File: src/rtl/spi_con_multi.sv
`timescale 1ns/1ps
// SPI master: one full-duplex word per trigger, run-time CPOL/CPHA, per-chip CS, CS-held bursts.
// Latency: trigger sampled in cycle T -> data_valid_out high in cycle T + 3 + 2*DATA_WIDTH*HALF.
// Backpressure: none; trigger_in is ignored while busy_out=1 (START/TRANSMIT/COMPLETE).
//
// Ports:
//   clk_in, rst_n_in                 clock, async active-low reset
//   data_in, trigger_in              word to send and start strobe (accepted in IDLE or HOLD)
//   mode_in[1]=CPOL, mode_in[0]=CPHA latched only when a word is accepted from IDLE
//   chip_idx_in                      target chip, latched only from IDLE (out of range: no CS asserts)
//   hold_cs_in, cs_release_in        keep CS low after the word / end a held burst
//   busy_out, data_out, data_valid_out
//   chip_data_out (COPI), chip_data_in (CIPO), chip_clk_out (SCLK), chip_sel_out (active-low CS)
// Optional build macro SPI_LSB_FIRST_EN adds lsb_first_in (latched from IDLE, reused through HOLD).

module spi_con_multi #(
    parameter int DATA_WIDTH      = 8,
    parameter int DATA_CLK_PERIOD = 100,
    parameter int NUM_CHIPS       = 4,
    localparam int IDX_W = (NUM_CHIPS > 1) ? $clog2(NUM_CHIPS) : 1
) (
    input  logic                  clk_in,
    input  logic                  rst_n_in,
    input  logic [DATA_WIDTH-1:0] data_in,
    input  logic                  trigger_in,
    input  logic [1:0]            mode_in,
    input  logic [IDX_W-1:0]      chip_idx_in,
    input  logic                  hold_cs_in,
    input  logic                  cs_release_in,
`ifdef SPI_LSB_FIRST_EN
    input  logic                  lsb_first_in,
`endif
    output logic                  busy_out,
    output logic [DATA_WIDTH-1:0] data_out,
    output logic                  data_valid_out,
    output logic                  chip_data_out,
    input  logic                  chip_data_in,
    output logic                  chip_clk_out,
    output logic [NUM_CHIPS-1:0]  chip_sel_out
);

    localparam int HALF  = DATA_CLK_PERIOD / 2;
    localparam int HC_W  = (HALF > 1) ? $clog2(HALF) : 1;
    localparam int EC_W  = $clog2(2 * DATA_WIDTH + 1);
    localparam logic [HC_W-1:0] HALF_LAST = HC_W'(HALF - 1);
    localparam logic [EC_W-1:0] EDGE_LAST = EC_W'(2 * DATA_WIDTH);

    typedef enum logic [2:0] {IDLE, START, TRANSMIT, COMPLETE, HOLD} state_t;

    state_t                state;
    logic [DATA_WIDTH-1:0] tx_sr;
    logic [DATA_WIDTH-1:0] rx_sr;
    logic [HC_W-1:0]       half_cnt;
    logic [EC_W-1:0]       edge_cnt;
    logic [1:0]            mode_q;
    logic [IDX_W-1:0]      idx_q;
    logic                  hold_q;
    logic                  lsb_q;

    logic [EC_W-1:0]       edge_nxt;
    logic                  leading;
    logic                  tx_bit;
    logic [DATA_WIDTH-1:0] tx_shifted;
    logic [DATA_WIDTH-1:0] rx_shifted;

`ifndef SPI_LSB_FIRST_EN
    assign lsb_q = 1'b0;
`endif

    // Edge numbering starts at 1, so odd edge numbers move SCLK away from CPOL.
    assign edge_nxt   = edge_cnt + EC_W'(1);
    assign leading    = edge_nxt[0];
    assign tx_bit     = lsb_q ? tx_sr[0] : tx_sr[DATA_WIDTH-1];
    assign tx_shifted = lsb_q ? (tx_sr >> 1) : (tx_sr << 1);
    // LSB-first fills from the MSB side so the first sampled bit ends up in bit 0.
    assign rx_shifted = lsb_q ? {chip_data_in, rx_sr[DATA_WIDTH-1:1]}
                              : {rx_sr[DATA_WIDTH-2:0], chip_data_in};

    always_ff @(posedge clk_in or negedge rst_n_in) begin
        if (!rst_n_in) begin
            state          <= IDLE;
            tx_sr          <= '0;
            rx_sr          <= '0;
            half_cnt       <= '0;
            edge_cnt       <= '0;
            mode_q         <= '0;
            idx_q          <= '0;
            hold_q         <= 1'b0;
`ifdef SPI_LSB_FIRST_EN
            lsb_q          <= 1'b0;
`endif
            busy_out       <= 1'b0;
            data_out       <= '0;
            data_valid_out <= 1'b0;
            chip_data_out  <= 1'b0;
            chip_clk_out   <= 1'b0;
            chip_sel_out   <= '1;
        end else begin
            data_valid_out <= 1'b0;
            case (state)
                IDLE: begin
                    chip_sel_out <= '1;
                    chip_clk_out <= mode_q[1];
                    if (trigger_in) begin
                        tx_sr        <= data_in;
                        mode_q       <= mode_in;
                        idx_q        <= chip_idx_in;
                        hold_q       <= hold_cs_in;
`ifdef SPI_LSB_FIRST_EN
                        lsb_q        <= lsb_first_in;
`endif
                        // Move SCLK to the new idle level while CS is still high.
                        chip_clk_out <= mode_in[1];
                        busy_out     <= 1'b1;
                        state        <= START;
                    end
                end
                START: begin
                    for (int i = 0; i < NUM_CHIPS; i++) begin
                        if (idx_q == IDX_W'(i)) chip_sel_out[i] <= 1'b0;
                    end
                    half_cnt <= '0;
                    edge_cnt <= '0;
                    rx_sr    <= '0;
                    // CPHA=0 needs the first bit on the wire before the first leading edge.
                    if (!mode_q[0]) begin
                        chip_data_out <= tx_bit;
                        tx_sr         <= tx_shifted;
                    end
                    state <= TRANSMIT;
                end
                TRANSMIT: begin
                    if (half_cnt == HALF_LAST) begin
                        half_cnt     <= '0;
                        edge_cnt     <= edge_nxt;
                        chip_clk_out <= ~chip_clk_out;
                        // CPHA=0 samples on leading edges, CPHA=1 on trailing edges.
                        if (leading ^ mode_q[0]) begin
                            rx_sr <= rx_shifted;
                        end else if (edge_nxt != EDGE_LAST) begin
                            chip_data_out <= tx_bit;
                            tx_sr         <= tx_shifted;
                        end
                        if (edge_nxt == EDGE_LAST) state <= COMPLETE;
                    end else begin
                        half_cnt <= half_cnt + HC_W'(1);
                    end
                end
                COMPLETE: begin
                    data_out       <= rx_sr;
                    data_valid_out <= 1'b1;
                    busy_out       <= 1'b0;
                    if (hold_q) begin
                        state <= HOLD;
                    end else begin
                        chip_sel_out <= '1;
                        state        <= IDLE;
                    end
                end
                HOLD: begin
                    chip_clk_out <= mode_q[1];
                    // Release wins over a simultaneous trigger.
                    if (cs_release_in) begin
                        chip_sel_out <= '1;
                        state        <= IDLE;
                    end else if (trigger_in) begin
                        tx_sr    <= data_in;
                        hold_q   <= hold_cs_in;
                        busy_out <= 1'b1;
                        state    <= START;
                    end
                end
                default: state <= IDLE;
            endcase
        end
    end

endmodule

File: config.mk
export PLATFORM = sky130hd
export DESIGN_NAME = spi_con_multi
export DESIGN_NICKNAME = d
export VERILOG_FILES = /design/src/rtl/spi_con_multi.sv
export SDC_FILE = /design/constraint.sdc
export NUM_CORES = 1
export LEC_CHECK = 0
export ABC_CLOCK_PERIOD_IN_PS = 3600
export BUFFER_PORTS_ARGS = -buffer_cell sky130_fd_sc_hd__clkbuf_2
export CORE_UTILIZATION = 50
export CTS_CLUSTER_DIAMETER = 80
export DETAILED_ROUTE_END_ITERATION = 10
export PLACE_DENSITY_LB_ADDON = 0.15
export RECOVER_POWER = 100
export SETUP_SLACK_MARGIN = 0.5
export SLEW_MARGIN = 20
export SYNTH_ARGS = -nofsm -noshare
export SYNTH_HDL_FRONTEND = slang
export SYNTH_SLANG_ARGS = --single-unit
export TNS_END_PERCENT = 30
File: constraint.sdc
create_clock -name clk_in -period 3.6 [get_ports clk_in]
set_clock_uncertainty 0.05 [all_clocks]
set_input_delay 0.72 -clock clk_in [delete_from_list [all_inputs] [get_ports clk_in]]
set_output_delay 0.72 -clock clk_in [all_outputs]
set_load 0.02 [all_outputs]
Word level (Yosys, flattened, before mapping):

Index checks and enable logic that the tools add are counted.
W data, S select, Z words.

* bits in registers: 51
* input bits: 18
* output and inout port bits: 16

* add/sub/neg operators: 2
* equal/unequal tests: 23
* multiplexer cells: 42
* bitwise gates (word level): 2
* reduce and logical (&&, ||, !) cells: 21

Operator list (count)
* $mux W8: 8
* $pmux W8 S4: 1
* $ne A2 B2 Y1 const B: 13
* $pmux W4 S4: 1
* $pmux W8 S2: 1
* $reduce_and A4 Y1: 4
* $mux W1: 15
* $mux W3: 5
* $pmux W3 S5: 1
* $pmux W6 S2: 1
* $reduce_and A2 Y1: 6
* $pmux W5 S2: 1
* $mux W4: 2
* $reduce_bool A4 Y1: 2
* $add A6 B1 Y6 const B: 1
* $eq A3 B2 Y1 const B: 2
* $eq A6 B6 Y1 const B: 1
* $mux W6: 1
* $pmux W1 S3: 2
* $reduce_and A6 Y1: 1
* $reduce_bool A3 Y1: 2
* $add A5 B1 Y5 const B: 1
* $eq A5 B5 Y1 const B: 1
* $mux W5: 1
* 13 further kinds: 16

Logic depth before layout (Yosys ltp):

* depth in word-level cells: 6
* depth in mapped cells: 8
* mapped depth without buffers: 6

Worst setup path after synthesis:

Ideal clock, no wire load.

* path type: reg2reg
* start point: register edge_cnt[0]
* end point: register tx_sr[1]
* setup time: 125 ps
* data arrival time: 1752 ps
* setup slack: 1673 ps
* cell stages (with the launch flop): 7
* buffers on the path: 0
* period minus slack after synthesis: 1927 ps
* cell sequence: dfrtp_1 -> ha_1 -> nor2_1 -> o2bb2ai_2 -> nand3_2 -> o2111ai_4 -> mux2_4

* longest elaborated chain between the ends: 4

RTL lines
* start, declared: line 54 `logic [EC_W-1:0] edge_cnt;`
* start signal, assigned: line 135 `edge_cnt <= edge_nxt;`
* $add A5 B1 Y5 *: line 71 `assign edge_nxt = edge_cnt + EC_W'(1);`
* $ne A5 B5 Y1 or $xor A1 B1 Y1 (tied branches): line 140, 138
* $ne A2 B2 Y1 (no source line)
* $reduce_and A6 Y1 (no source line) *
* end signal, assigned: line 105 `tx_sr <= data_in;`
* end signal, assigned: line 142 `tx_sr <= tx_shifted;`
* end signal, assigned: line 167 `tx_sr <= data_in;`
* end, declared: line 51 `logic [DATA_WIDTH-1:0] tx_sr;`

Mark *: on every way between the ends. The rest lies on a longest branch, timed or not.
A chain may end at the register's enable or synchronous reset.

Worst setup path in the final report:

* start point: register edge_cnt[0]
* end point: register tx_sr[2]

Same word-level chain as after synthesis.

==> flow_metrics.tcl <==
set metrics [dict create \
    status "completed" \
    p_per_area_mw_per_mm2 763 \
    hp-class "primary input to async pin" \
    first_iter_violations 127 \
    place_inst 342 \
    critical_path.startpoint "edge_cnt[0]$_DFFE_PN0P_" \
    root_buffer "clkbuf_8" \
    stdcell_count 350 \
    first_pass_iters 4 \
    core_area_mm2 0.00475 \
    die_w_um 72.6 \
    synth.net_count 271 \
    slew_viol_final 0 \
    p_seq_share_pct 42.5 \
    maxSlewHeadroom_pct 29.2 \
    grt_pass1_vias 1685 \
    syn_avg_cell_area_um2 10.0 \
    ys_seq_elements 51 \
    cts_max_level 2 \
    yosys_warnings 0 \
    p_leak_nw 1.26 \
    yosysTopAreaCellShare_pct 47.2 \
    hpwl_mm 3.31 \
    cts_sinks 51 \
    drt-total-wl_mm 4.64 \
    synth_area_leaders "dfrtp_1 47%, o21ai_0 7.2%, nand2_1 6.3%, dfstp_2 4.2%, mux2_4 3.6%" \
    num_vias 1827 \
    ir_worst_vdd_v 0.000305 \
    fmax_ghz 0.374 \
    layout.nets 304 \
    post_cts_buffers 0 \
    crit_path_end_kind "flip-flop" \
    netlist_area_mm2 0.00249 \
    critical_path_class "flip-flop to flip-flop" \
    n_antenna_cell 0 \
    clockPowerShare_pct 16.3 \
    finalHoldViolCount 0 \
    rr_startpoint "edge_cnt[0]$_DFFE_PN0P_" \
    synth-edff-count 0 \
    synthDistinctLibCells 41 \
    fin_crit_ns 2.68 \
    p_sw_mw 0.830 \
    swShare_pct 39.6 \
    intPower_mw 1.27 \
    drv_cap 0 \
    synth_top_cell_by_area "dfrtp_1" \
    grt_use_total_pct 19.4 \
    drc 0 \
    synth_common_cells "47 x dfrtp_1, 42 x nand2_1, 36 x o21ai_0" \
    avgRoutedWirePerCell_um 13.2 \
    area_growth_syn_to_layout_pct 10.3 \
    ios 34 \
    die_area_mm2 0.00527 \
    vias_per_cell 5.22 \
    syn-instance-count 249 \
    worstPathArrival_ns 2.81 \
    fin_crit_sh_pct 74.3 \
    power_mw 2.10 \
    drive_above_1_share_pct 15.2 \
    clk_path_buf_depth 2 \
    seqCellArea_mm2 0.00128 \
    clock_latency_ns 0.30 \
    worst_pin_slew_ns 1.06 \
    numCtsBuffers 5 \
    rsz0062_at_grt "no" \
    async_reset_ff_share_pct 100 \
    start_util_pct 52.4 \
    yosysMostFrequentCell "dfrtp_1" \
    n_fill_cell 451 \
    chipHeight_um 72.6 \
    grt_max_degree 37 \
    cp-start-kind "flip-flop" \
    crit_required_ns 3.74 \
    cts.clk_slew.worst_paths_ns 0.09 \
    finalSetupViolCount 0 \
    ys_seq_area_share_pct 51.4 \
    overflow 0 \
    cts_tree "built" \
    antenna_found_initial 0 \
    cts_hold_buffers 0 \
    drtAntennaViolNets 0 \
    critPathMaxFanout 8 \
    p_comb_share_pct 41.2 \
    cts-resized-gates 0 \
    numPortBuffers 33 \
    synth_ff_type "dfrtp_1" \
    grt_pass1_wl_mm 7.83 \
    multi_input_area_mm2 0.00106 \
    place_congestion 0.861 \
    rows 25 \
    setup_tns_ns 0 \
]
[final timing paths]
| kind | end | slack [ns] | cells after the start |
|---|---|---|---|
| max in group asynchronous | tx_sr[4]$_DFFE_PN0P_ | 2.12 | 2 |
| hold reg to reg | chip_sel_out[1]$_DFFE_PN1P_ | 0.43 | 2 |
| hold / removal | busy_out$_DFFE_PN0P_ | 0.42 | 1 |
| setup / recovery | tx_sr[2]$_DFFE_PN0P_ | 0.92 | 6 |
| min in group clk_in | chip_sel_out[1]$_DFFE_PN1P_ | 0.43 | 2 |
| setup reg to reg | tx_sr[2]$_DFFE_PN0P_ | 0.92 | 6 |
[sequential cells by signal, indices dropped and copies added, names as in the netlist, 2 cells and up]
name          count
chip_sel_out      4
data_out          8
edge_cnt          5
half_cnt          6
idx_q             2
mode_q            2
rx_sr             8
state             3
tx_sr             8
[per-stage QoR]
stage / instance area [um^2] / utilization (%) / worst slack, ns / hold WS [ns]
2_1_floorplan: 2490 / - / 1.67 / 0.374
3_3_place_gp: 2710 / 56.9 / 1.47 / 0.408
3_5_place_dp: 2710 / 56.9 / 1.38 / 0.416
4_1_cts: 2800 / 58.9 / 1.38 / 0.270
5_1_grt: 2750 / 57.8 / 0.731 / 0.451
6_report: 2750 / 57.8 / 0.925 / 0.420
[worst max-delay path, stage by stage, from the launching register on]
cell and delay [ns]:
dfrtp_1 0.48, ha_1 0.29, nor2_1 0.13, o2bb2ai_2 0.11, nand3_1 0.17, o2111ai_1 0.91, mux2_2 0.42
[routing by layer]
metal | up-vias | GRT usage [%] | part of all wire [%]
li1 | 921 | - | -
met1 | 870 | 26.4 | 49
met2 | 28 | 30.8 | 47
met3 | 8 | 4.28 | 3.5
met4 | 0 | 6.54 | 1.4
met5 | - | 0 | 0
[placed cells by master (no fill, tap or decap), drive strengths merged]
master	instances
o31ai	3
o22ai	2
o21ai	36
a31oi	2
o211ai	1
xnor2	2
xor2	4
a211o	1
mux2	10
and3	2
a221oi	2
inv	20
a2bb2oi	1
nor3b	1
nor2	9
buf	1
o32ai	1
nand3b	1
dfstp	4
nand2b	7
nand3	15
ha	4
nor2b	2
o2bb2ai	1
nand2	42
a21oi	7
nand4	4
mux2i	4
dfrtp	47
a21o	2
clkinv	1
a32oi	1
clkbuf	40
o311a	1
and4bb	1
o2111ai	1
[cell type report]
cell class	instances	area share, %
Multi-Input combinational cell	170	38.7
Timing Repair Buffer	34	5.50
Clock inverter	1	0.318
Inverter	20	2.73
Clock buffer	7	3.14
Sequential cell	51	46.6
Tap cell	67	3.05
[power by group through the flow]
| stage | Clock (mW) | Combinational [mW] | Sequential (mW) |
|---|---|---|---|
| global route | 0.370 | 0.977 | 0.919 |
| detailed placement | 0 | 0.918 | 0.903 |
| global placement | 0 | 0.893 | 0.896 |
| CTS | 0.351 | 0.917 | 0.894 |
| floorplan | 0 | 0.702 | 0.913 |
| finish | 0.341 | 0.864 | 0.892 |
[cells by family (layout without fill, tap and decap cells)]
group | after synthesis | after routing | share of synthesized area (%)
muxes | 14 | 14 | 7.02
adders and majority gates | 4 | 4 | 2.01
AOI/OAI and AO/OA | 62 | 62 | 16.5
buffers and inverters | 28 | 62 | 4.77
and+or+nand+nor | 84 | 84 | 16.2
DFF | 51 | 51 | 51.4
xor gates and xnor gates | 6 | 6 | 2.11
No activity file was read; power rests on OpenSTA's default activity.
